## config.mk

```make
export PLATFORM = sky130hd
export DESIGN_NAME = lfsr_gen
export DESIGN_NICKNAME = d
export VERILOG_FILES = /design/src/rtl/lfsr_gen.sv
export SDC_FILE = /design/constraint.sdc
export NUM_CORES = 1
export LEC_CHECK = 0
export ABC_AREA = 1
export CAP_MARGIN = 30
export CORE_MARGIN = 8
export CORE_UTILIZATION = 35
export DETAILED_ROUTE_END_ITERATION = 7
export HOLD_SLACK_MARGIN = 0.02
export PLACE_DENSITY = 0.66
export SLEW_MARGIN = 20
export SYNTH_ARGS = -nofsm -noshare
export SYNTH_HDL_FRONTEND = slang
export SYNTH_SLANG_ARGS = --single-unit
```

## constraint.sdc

```tcl
create_clock -name clk -period 1.93 [get_ports clk]
set_clock_uncertainty 0.05 [all_clocks]
set_input_delay 0.193 -clock clk [delete_from_list [all_inputs] [get_ports clk]]
set_output_delay 0.193 -clock clk [all_outputs]
set_load 0.01 [all_outputs]
```

## src/rtl/lfsr_gen.sv

```systemverilog
// Parametrised Fibonacci LFSR with runtime seed load, lock-up interception
// and a single-entry valid/ready output register.
module lfsr_gen #(
  parameter int unsigned WIDTH   = 32,
  parameter logic [63:0] TAPS    = 64'h8020_0003,
  parameter bit          XNOR    = 1'b1,
  parameter logic [63:0] SEED    = 64'h0FFF_0FFF,
  parameter int unsigned STEPS   = 1,
  parameter logic [63:0] OR_MASK = 64'h8000_8000
) (
  input  logic             clk,
  input  logic             reset,
  input  logic             enable,
  input  logic             load,
  input  logic [WIDTH-1:0] seed_in,
  input  logic             out_ready,
  output logic             out_valid,
  output logic [WIDTH-1:0] out_data,
  output logic [WIDTH-1:0] state,
  output logic             lockup
);

  localparam logic [WIDTH-1:0] TAPS_W = TAPS[WIDTH-1:0];
  localparam logic [WIDTH-1:0] SEED_W = SEED[WIDTH-1:0];
  localparam logic [WIDTH-1:0] MASK_W = OR_MASK[WIDTH-1:0];
  // The one state the feedback function maps onto itself.
  localparam logic [WIDTH-1:0] LOCK_W = XNOR ? '1 : '0;

  function automatic logic [WIDTH-1:0] lfsr_step(input logic [WIDTH-1:0] s);
    logic fb;
    fb = (^(s & TAPS_W)) ^ XNOR;
    return {s[WIDTH-2:0], fb};
  endfunction

  logic [WIDTH-1:0] adv;
  logic [WIDTH-1:0] fire_val;
  logic [WIDTH-1:0] load_val;
  logic             fire;
  logic             fire_lock;
  logic             load_lock;

  // Unrolled STEPS-fold advance plus lock-value substitution for load and fire.
  always_comb begin
    adv = state;
    for (int unsigned i = 0; i < STEPS; i++) begin
      adv = lfsr_step(adv);
    end
    fire      = enable & (~out_valid | out_ready);
    fire_lock = (adv == LOCK_W);
    fire_val  = fire_lock ? SEED_W : adv;
    load_lock = (seed_in == LOCK_W);
    load_val  = load_lock ? SEED_W : seed_in;
  end

  // State, output word and handshake register; priority reset > load > fire > drain.
  always_ff @(posedge clk) begin
    if (reset) begin
      state     <= SEED_W;
      out_data  <= '0;
      out_valid <= 1'b0;
      lockup    <= 1'b0;
    end else begin
      lockup <= 1'b0;
      if (load) begin
        state     <= load_val;
        out_valid <= 1'b0;
        lockup    <= load_lock;
      end else if (fire) begin
        state     <= fire_val;
        out_data  <= fire_val | MASK_W;
        out_valid <= 1'b1;
        lockup    <= fire_lock;
      end else if (out_valid && out_ready) begin
        out_valid <= 1'b0;
      end
    end
  end

endmodule

```

* After elaboration in Yosys (flattened, before gate mapping)
Cells that the tools add are included.
** Word-level totals
- Bits in registers :: 66
- Input port bits :: 37
- Output and inout bits :: 66
- Word-level logic and storage cells :: 25
** Cells by class
- Eq/ne operators :: 2
- Multiplexer cells :: 8
- Bitwise logic cells :: 5
- Reduce and logical (&&, ||, !) cells :: 6
** Operator list (count)
- 2-to-1 mux 32 bit :: 4
- equality test 32 bit (second input constant) :: 2
- XOR reduction 32 bit :: 1
- 2-to-1 mux 1 bit :: 4
- nonzero test 2 bit :: 2
- inverter 1 bit :: 3
- AND reduction 2 bit :: 1
- OR reduction 2 bit :: 1
- AND 1 bit :: 1
- logical AND 1 bit :: 1
- OR 1 bit :: 1

* Depth between registers and ports, before layout
- Depth after elaboration :: 6
- Mapped depth :: 11
- Gate-level depth less buffers :: 10

* Least setup slack after synthesis
Ideal clock, no wire load.
- Path type :: register to register
- Start :: register state[25]
- End :: register state[13]
- Setup time :: 0.125 ns
- Data arrival time :: 1.170 ns
- Required time :: 1.755 ns
- Path slack :: 0.585 ns
- Cell stages (with the launch flop) :: 10
- Buffers on the path :: 0
- Path through :: dfxtp_1 -> nand2_1 -> nor2_1 -> nand2_1 -> nor2_1 -> nand3_4 -> nand2_2 -> inv_2 -> nor2_2 -> nor2_2
** On the way
- Word-level cells in the longest chain between the ends :: 4
** RTL lines
- from (decl) :: line 19 : output logic [WIDTH-1:0] state,
- from (signal assigned) :: line 65 : state <= load_val;
- from (signal assigned) :: line 69 : state <= fire_val;
- equality test 32 bit :: line 49 : fire_lock = (adv == LOCK_W);
- 2-to-1 mux 32 bit :: line 50 : fire_val = fire_lock ? SEED_W : adv;
- 2-to-1 mux 32 bit :: line 68 : end else if (fire) begin
- 2-to-1 mux 32 bit :: line 64 : if (load) begin
Every way passes these cells. The select of a mux whose other input is x is not followed.
A chain may end at the register's enable or synchronous reset.

* Worst setup path after layout
- Start :: input enable
- End :: register state[12]
** On the way
- Word-level cells in the longest chain between the ends :: 2
** RTL lines
- from (decl) :: line 13 : input logic enable,
- AND 1 bit :: line 48 : fire = enable & (~out_valid | out_ready);
- nonzero test 2 bit (no line)
Every way passes these cells.

==> impl_metrics.json <==
{
  "htree_levels": 3,
  "grt_pass1_wl_um": 14100,
  "drive_gt1_share_pct": 10.3,
  "numCtsBuffers": 9,
  "outcome": "completed",
  "clk_pin_slew_ns": 0.07,
  "worst_pin_slew_ns": 0.680,
  "yosys.cell_types.count": 22,
  "start_kind": "input port",
  "routed-wl-met2_um": 3790,
  "layout_commonest_cell": "nand2_1",
  "cts.path.max_buffers": 2,
  "via_per_inst": 4.74,
  "met1Wirelength_um": 3830,
  "max_freq_mhz": 623,
  "antenna_cells": 0,
  "initial_utilization_pct": 36.2,
  "final_cell_mix": "nand2_1 (147), clkdlybuf4s50_1 (101), dfxtp_1 (65)",
  "fin_crit_sh_pct": 83.1,
  "track_usage_pct": 15.3,
  "relSlewSlack_pct": 54.6,
  "slew_violations": 0,
  "highest_layer": "met4",
  "timing.setup.tns_ns": 0,
  "grt_pass1_vias": 2916,
  "maxCapViolations": 0,
  "holdCritPathClass": "input port to flip-flop",
  "ys_warn_count": 0,
  "synth_area_sq_um": 2800,
  "wl_met3_um": 832,
  "cts_setup_buffers": 0,
  "vias": 2880,
  "worstSetupEndpointType": "flip-flop",
  "postSynthAreaPerCell_sq_um": 6.96,
  "crit_arrival_ns": 1.77,
  "crit_required_ns": 2.09,
  "io_buffers": 102,
  "cts.sinks": 65,
  "globalRouteOverflowTotal": 0,
  "die-area_sq_um": 11100,
  "grt_max_degree": 42,
  "clockRootBuffer": "clkbuf_8",
  "nNetsFinal": 539,
  "clock_latency_ns": 0.32,
  "rsz0062_at_grt": "no",
  "first_iter_violations": 94,
  "rows": 32,
  "finalCriticalPeriod_ns": 1.60,
  "ir_drop_v": 0.000429,
  "path_max_fanout": 28,
  "hpwl_um": 6190,
  "drc_errors": 0,
  "r2r_slack_ns": 0.38,
  "cts_resized": 0,
  "syn_to_final_growth_pct": 47.3,
  "criticalPathCategory": "input port to flip-flop",
  "finalHoldViolCount": 0,
  "die-width_um": 105,
  "antenna_found_initial": 0,
  "synthCells": 402,
  "setup_violations": 0,
  "p_per_area_nw_per_um2": 797,
  "place_congestion": 0.789,
  "dr.pass1.iters": 4,
  "cts_tree": "done",
  "die_height_um": 105,
  "synth_seq_cells": 65,
  "placed_cells": 593,
  "syn-num-nets": 439,
  "yosysSeqAreaShare_pct": 46.5,
  "num_io_pins": 103,
  "cts_hold_buf": 0,
  "core_area_sq_um": 7730,
  "leakage_uw": 0.00174,
  "wire_per_inst_um": 13.9,
  "routed_wirelength_um": 8480,
  "stdcell_count": 608,
  "ant_nets": 0
}
==> worst paths after layout <==
path,startpoint,end,cells past startpoint
max,enable,state[12],10
min reg2reg,out_data[3],out_data[3],2
max reg2reg,state[21],state[28],9
min,reset,out_data[2],3
==> worst max-delay path: stages <==
cell             delay (ns)
clkdlybuf4s50_1        0.48
buf_4                  0.17
nand2_2                0.08
nor2_4                 0.04
inv_2                  0.42
nor2_1                 0.11
nand2_2                0.11
inv_2                  0.03
nor2_1                 0.08
nor2_1                 0.04
==> area by class of cell <==
type	instances	area (sq um)
fillers	759	3610
repair buffers	110	1100
clock inverters	3	40.0
multi-input cells	289	1290
well taps	102	128
clock buffers	12	155
flip-flops and latches	65	1300
inverters	27	101
==> flip-flops by register name, summed over array words and instances, names as in the netlist <==
register   cells
state         32
out_data      31
lockup         1
out_valid      1
==> Yosys cell counts <==
master	number	area share, %
xor2_1	2	0.63
nand3_4	1	0.63
nor2_1	34	4.6
nor2_2	9	2.0
buf_6	1	0.40
a21oi_1	56	10
nand4_1	3	0.67
nand2_2	7	1.6
inv_2	9	1.2
xnor2_1	1	0.31
nand2_4	1	0.40
buf_1	2	0.27
buf_4	3	0.81
nand3_1	25	4.5
dfxtp_1	65	47
a211oi_1	1	0.27
nor2_4	1	0.40
nand2_1	147	20
inv_1	18	2.4
clkbuf_1	7	0.94
a21oi_2	1	0.31
buf_2	8	1.4
==> power breakdown <==
group	total (uW)	leakage [uW]	internal, uW	switching [uW]
registers	1520	0.000537	1440	81.0
logic	621	0.00111	325	296
clock network	1150	0.000102	657	489
==> routing by layer <==
layer  vias to the layer above  GRT usage (%)
li1                       1463              -
met1                      1322           18.6
met2                        93           23.9
met3                         2           6.33
met4                         0           4.89
met5                         -              0
==> cells by family after synthesis <==
group           synth area share, %
simple gates                   34.5
buf+inv                        7.47
xor+xnor                      0.940
compound gates                 10.6
flops                          46.5
==> metrics by stage <==
step / utilization, % / worst slack, ns / cell area (sq um) / hold WS, ns / total power, uW
global route: 53.3 / 0.215 / 4120 / 0.253 / 3450
finish: 53.3 / 0.326 / 4120 / 0.243 / 3280
detailed placement: 50.7 / -0.259 / 3920 / 0.401 / 2170
CTS: 53.2 / 0.0459 / 4110 / 0.229 / 3320
floorplan: - / 0.585 / 2800 / 0.280 / 1820
global placement: 50.7 / -0.178 / 3920 / 0.399 / 2160
Power figures use the tool's default switching activity.
